## config.mk

```make
export PLATFORM = sky130hd
export DESIGN_NAME = fetch_stage
export DESIGN_NICKNAME = d
export VERILOG_FILES = /design/src/rtl/fetch_stage.sv
export SDC_FILE = /design/constraint.sdc
export NUM_CORES = 1
export LEC_CHECK = 0
export BUFFER_PORTS_ARGS = -buffer_cell sky130_fd_sc_hd__buf_4
export CAP_MARGIN = 10
export CORE_ASPECT_RATIO = 0.75
export CORE_MARGIN = 2
export CORE_UTILIZATION = 30
export DETAILED_ROUTE_END_ITERATION = 8
export GPL_ROUTABILITY_DRIVEN = 0
export PLACE_DENSITY = 0.61
export SETUP_SLACK_MARGIN = 0.3
export SLEW_MARGIN = 20
export SYNTH_ARGS = -nofsm -noshare
export SYNTH_HDL_FRONTEND = slang
export SYNTH_SLANG_ARGS = --single-unit
export TNS_END_PERCENT = 100
```

## constraint.sdc

```tcl
create_clock -name CLK -period 3.3 [get_ports CLK]
set_clock_uncertainty 0.05 [all_clocks]
set_input_delay 0.33 -clock CLK [delete_from_list [all_inputs] [get_ports CLK]]
set_output_delay 0.33 -clock CLK [all_outputs]
set_load 0.01 [all_outputs]
```

## src/rtl/fetch_stage.sv

```systemverilog
// Instruction fetch stage: owns the PC, runs the imem read handshake, buffers a
// fetched word across hazard stalls and drives the IF/ID write/flush strobes.
module fetch_stage #(
    parameter logic [31:0] PC_INIT = 32'h0000_0000,
    parameter int unsigned PC_STEP = 4
) (
    input  logic        CLK,
    input  logic        RST,
    input  logic        ihit,
    input  logic [31:0] imemload,
    output logic        imemREN,
    output logic [31:0] imemaddr,
    input  logic        stall,
    input  logic        redirect,
    input  logic [31:0] redirect_addr,
    input  logic        halt,
    output logic [31:0] ifinstr,
    output logic [31:0] ifJALjump_addr,
    output logic        ifW,
    output logic        ifRST
);

    localparam logic [31:0] Step = 32'(PC_STEP);

    typedef enum logic [1:0] {
        StIdle,
        StFetch,
        StHold,
        StHalted
    } state_e;

    state_e      state_q, state_d;
    logic [31:0] pc_q, pc_d;
    logic [31:0] ibuf_q, ibuf_d;
    logic [31:0] pc_inc;

    // Link address doubles as the sequential next PC; wraps modulo 2^32.
    assign pc_inc         = pc_q + Step;
    assign imemaddr       = pc_q;
    assign ifJALjump_addr = pc_inc;

    // Next-state and combinational strobes; redirect/halt override the per-state action.
    always_comb begin
        state_d = state_q;
        pc_d    = pc_q;
        ibuf_d  = ibuf_q;
        imemREN = 1'b0;
        ifW     = 1'b0;
        ifRST   = 1'b0;
        ifinstr = 32'h0;

        unique case (state_q)
            StIdle: begin
                state_d = StFetch;
            end
            StFetch: begin
                imemREN = 1'b1;
                ifinstr = imemload;
                if (ihit) begin
                    if (!stall) begin
                        ifW  = 1'b1;
                        pc_d = pc_inc;
                    end else begin
                        // Park the word; the PC stays on it until IF/ID accepts.
                        ibuf_d  = imemload;
                        state_d = StHold;
                    end
                end
            end
            StHold: begin
                ifinstr = ibuf_q;
                if (!stall) begin
                    ifW     = 1'b1;
                    pc_d    = pc_inc;
                    state_d = StFetch;
                end
            end
            StHalted: begin
            end
            default: begin
                state_d = StIdle;
            end
        endcase

        if (state_q != StHalted) begin
            if (redirect) begin
                ifRST   = 1'b1;
                ifW     = 1'b0;
                pc_d    = {redirect_addr[31:2], 2'b00};
                ibuf_d  = 32'h0;
                state_d = StFetch;
            end else if (halt) begin
                ifRST   = 1'b1;
                ifW     = 1'b0;
                pc_d    = pc_q;
                ibuf_d  = 32'h0;
                state_d = StHalted;
            end
        end
    end

    // State registers; reset abandons any outstanding request.
    always_ff @(posedge CLK or posedge RST) begin
        if (RST) begin
            state_q <= StIdle;
            pc_q    <= PC_INIT;
            ibuf_q  <= 32'h0;
        end else begin
            state_q <= state_d;
            pc_q    <= pc_d;
            ibuf_q  <= ibuf_d;
        end
    end

endmodule

```

Word level (Yosys, flattened, before mapping)
Index checks and enable logic that the tools add are counted.
Widths: inputs -> output; s select.

word-level totals
  flip-flop bits (word level) = 66
  latch bits = 0
  RAM bits = 0
  ROM bits = 0
  input port bits = 70
  output and inout port bits = 99
  logic and storage cells = 39
  memories kept = 0

operators by class
  $add $sub $neg = 1
  multipliers = 0
  div/mod/pow operators = 0
  $lt $le $gt $ge = 0
  equal/unequal tests = 4
  shift operators = 0
  muxes and demuxes = 30
  bitwise operators = 0
  reduce and logical (&&, ||, !) cells = 1

operator list
  cell                   number
  $mux 32                11
  $pmux 32 s2            2
  $add 32x3->32 const B  1
  $mux 2                 6
  $mux 1                 9
  $pmux 2 s3             1
  $ne 3x3->1 const B     1
  $eq 2x1->1 const B     1
  $eq 2x2->1 const B     1
  $logic_not 2->1        1
  $ne 2x2->1 const B     1
  $pmux 1 s2             1

Longest topological paths before layout
  word-level depth = 7
  gate-level depth with buffers = 9
  gate-level depth less buffers = 7

Least setup slack after synthesis
Ideal clock, no wire load.

  path type = reg2reg
  start = register pc_q[2], in the netlist imemaddr[2]
  end = register pc_q[16], in the netlist imemaddr[16]
  library setup time = 0.065 ns
  data arrival time = 2.163 ns
  required time = 3.185 ns
  path slack = 1.022 ns
  stages on the path, launching flop included = 8
  buffers on the path = 1
  period minus slack after synthesis = 2.278 ns
  path through = dfrtp_1 ha_1 nand4_1 or3_1 buf_2 or4_1 a221oi_1 a311o_2

between the ends
  word-level cells in the longest chain between the ends = 7

ends and longest elaborated chain
  item                    RTL line  text
  start, declared         33        logic [31:0] pc_q, pc_d;
  start signal, assigned  110       pc_q <= pc_d;
  $add 32x3->32 (*)       38        assign pc_inc = pc_q + Step;
  $mux 32 (*)             60, 72
  $mux 32                 59        if (ihit) begin
  $pmux 32 s2 (*)         52        unique case (state_q)
  $mux 32                 92        end else if (halt) begin
  $mux 32                 86        if (redirect) begin
  $mux 32 (*)             85        if (state_q != StHalted) begin

Every way passes the cells marked *; elsewhere a longest branch is shown, timed or not. The select of a mux whose other input is x is not followed.
A chain may end at the register's enable or synchronous reset.

Worst setup path after layout
  start = register state_q[1]
  end = output ifW

between the ends
  word-level cells in the longest chain between the ends = 5
  elaborated cells between the ends (all ways) = 7
  classes of those cells = 3 x eq/ne; 4 x mux

ends and longest elaborated chain
  item                                      RTL line  text
  start, declared                           32        state_e state_q, state_d;
  start signal, assigned                    105       state_q <= StIdle;
  start signal, assigned                    109       state_q <= state_d;
  $eq 2x2->1 or $eq 2x1->1 (tied branches)  52
  $pmux 1 s2                                52
  $mux 1                                    92
  $mux 1                                    86
  $mux 1 (*)                                85
  end, declared                             19        output logic ifW,

Every way passes the cells marked *; elsewhere a longest branch is shown, timed or not.

==> impl_results.md <==
- Total chip power: between 5 and 6 mW
- Synthesis-to-finish area growth: 35.98%
- Most frequently used flop master after synthesis: dfrtp_1
- Worst VDD drop: roughly 0.30 mV
- CTS tree: yes
- Crit path DAT: about 2.4 ns
- Hold Buf Count CTS: 0
- CTS Buffer Depth: 2
- Slew HR: 0.4703
- Clk Latency, worst-skew pair: 0.33 ns
- Most frequent cells in the layout: 183 x buf_4, 105 x nand2_1, 66 x nor2_1, 64 x dfrtp_1, 56 x a21oi_1
- Synth Instances: ~600
- Die area: around 0.016 mm2
- DP HPWL: 12,370 um
- # setup viols final: 0
- Status: finished clean
- Wire per inst: around 18 um
- Maximum Capacitance Violations: 0
- DR iter-0 viols: about 430
- Max incr delay on CP: 0.49 ns
- Initial antenna violation count: 0
- Die Width: between 100 and 150 um
- Core area: around 0.015 mm2
- Diodes inserted: 0
- Reg clk slew, reported paths: approximately 0.050 ns
- RSZ-0062 raised after global routing: false
- Fin Setup TNS: 0 ns
- Endpoints failing hold: 0
- Power Dens Cells: 875.6 mW/mm2
- Min Tclk post-route: roughly 2.8 ns
- Sink Count: between 60 and 70
- Fill cell count: around 1,600
- Synthesis Warnings: 0
- Fin worst setup slack: roughly 0.5 ns
- Ratio of final minimum period to clock period: 0.8515
- Worst-Margin Slew: about 0.79 ns
- Vias in the first global route: 4,875
- Total grt overflow: 0
- Number of flops mapped to enable cells by yosys: 0
- CP max-delay cell: ha_1
- First-pass DRT Iterations: 5
- Yosys reg bits: 64
- GRT Util Overall: 0.2101
- Average cell area after synthesis: around 7.6 um2
- Max-slew violations: 0
- Pre-CTS setup slack: 0.7785 ns
- Io pins: roughly 170
- Die Y: about 110 um
- Sequential area share after synthesis: 0.3475
- Commonest non-fill, non-tap cell in the layout: buf_4
- Largest net degree at the start of global routing: 39
- Most frequent CP cell: buf_4
- DRC: 0
- Critical path class: register to primary output
- Mean number of vias per cell: around 5.3
- Netlist cell types: 63
- Leak: about 2.8 nW
- Rows: 39
- Worst Hold Class: primary input to async pin
- Port Buf Inserts: ~160
- Layout cells sized above 1: 0.2726
- Final nets: between 800 and 900
- Worst endpoint required time: ~2.9 ns
- Via Count: ~5,100
- Startpoint type of the worst setup path: register
- Initial Util: 0.3046
- Ys async rst share: 1.000
- Routed Antenna Nets: 0
- Crit. End Element: primary output
- Worst-path cell chain: ha_1 > o21bai_1 > buf_4 > nand4_1 > inv_1 > buf_4
- Worst r2r path cells: 6
- CP Max Fanout: 13
- H-tree level count: 3
- Max Clk Rate: 355.9 MHz
- Global-route wire length before repair: approximately 27,000 um
- Root Buffer Master: clkbuf_16
- Setup repair bufs after CTS: 0
- CTS Buf Count: 9
- Final wirelength: roughly 17,000 um
- Post-Syn Area: 0.004608 mm2
## state kept, by name, summed over array words and instances (netlist names)
signal and cells:
state_q 2, imemaddr 30, ibuf_q 32
## timing repair
item | 4_1_cts | 5_1_grt
endpoints found under the setup margin | 0 | 3
resized for setup | 0 | 1
hold endpoints to repair | 0 | 0
## synth_stat cells, drive strengths merged, types with 3 or more instances
master,instances,area share
nand4,15,0.024
ha,5,0.014
nor2b,3,0.0041
o21a,3,0.0049
a21oi,56,0.061
mux2i,5,0.011
o221ai,4,0.0076
buf,23,0.031
o21ai,29,0.031
or3,6,0.0081
xor2,5,0.0095
o31ai,5,0.0081
nand3,22,0.024
nand2,105,0.086
nor2,66,0.054
and3,4,0.0054
nor4,5,0.0081
nand2b,3,0.0041
a31oi,5,0.0068
a211oi,3,0.0049
clkbuf,26,0.021
nor3,13,0.014
o211ai,4,0.0065
and2,6,0.0081
inv,14,0.011
dfrtp,64,0.35
a22oi,38,0.062
xnor2,24,0.046
## worst paths after layout
kind | from | endpoint | slack, ns
min in group CLK | redirect_addr[8] | imemaddr[8]$_DFFE_PP0N_ | 0.15
max reg2reg | imemaddr[2]$_DFFE_PP0N_ | imemaddr[16]$_DFFE_PP0N_ | 0.69
min | RST | imemaddr[18]$_DFFE_PP0N_ | 0.11
min reg2reg | ibuf_q[19]$_DFF_PP0_ | ibuf_q[19]$_DFF_PP0_ | 0.47
max | state_q[1]$_DFF_PP0_ | ifW | 0.49
max in group asynchronous | RST | ibuf_q[19]$_DFF_PP0_ | 2.31
## critical path: cells and delay by family, from the launching register on
| family | cells | cell delay, ns |
|---|---|---|
| buffers and inverters | 3 | 0.63 |
| AOI/OAI and AO/OA | 1 | 0.26 |
| DFF | 1 | 0.39 |
| adders and majority gates | 1 | 0.49 |
| and+or+nand+nor | 1 | 0.33 |
## area by class of cell
class,count,area [um2],share of cell area
Multi-Input combinational cell,478,2729,0.4355
Sequential cell,64,1602,0.2556
Timing Repair Buffer,183,1374,0.2192
Tap cell,205,256.5,0.04093
Clock buffer,10,239.0,0.03814
Inverter,15,56.30,0.008986
Clock inverter,2,10.01,0.001597
## routing by layer
layer  share of wire  vias up  routed length [um]  GRT usage
met5               0        -                   0          0
met2            0.43      195                7521     0.3016
li1                -     2439                   -          -
met3           0.072       12                1249    0.04057
met4          0.0083        0                 144    0.04167
met1            0.48     2458                8375     0.3262
## where the power goes
group | total (mW) | switching, mW | internal, mW | leakage [nW]
logic | 3.25 | 1.87 | 1.38 | 1.85
clock network | 0.843 | 0.334 | 0.509 | 0.126
registers | 1.39 | 0.380 | 1.01 | 0.835
## stage by stage
stage	hold WS, ns	std cells	instance area, um2	util
6_report	0.1131	957	6266	0.4142
5_1_grt	0.1708	957	6266	0.4142
4_1_cts	0.1379	957	6261	0.4139
3_5_place_dp	0.4657	945	6012	0.3974
3_3_place_gp	0.4623	945	6012	0.3974
2_1_floorplan	0.3854	606	4619	-
## kinds of logic after synthesis
| family | Yosys count | synth area share |
|---|---|---|
| AO/OA/AOI/OAI | 179 | 0.2550 |
| multiplexers | 5 | 0.01086 |
| AND/OR/NAND/NOR | 256 | 0.2528 |
| adder cells (fa/ha/maj) | 5 | 0.01358 |
| buffers and inverters | 64 | 0.06435 |
| other | 1 | 0.0008138 |
| XOR/XNOR | 29 | 0.05512 |
| flip-flops | 64 | 0.3475 |
Power figures use the tool's default switching activity.
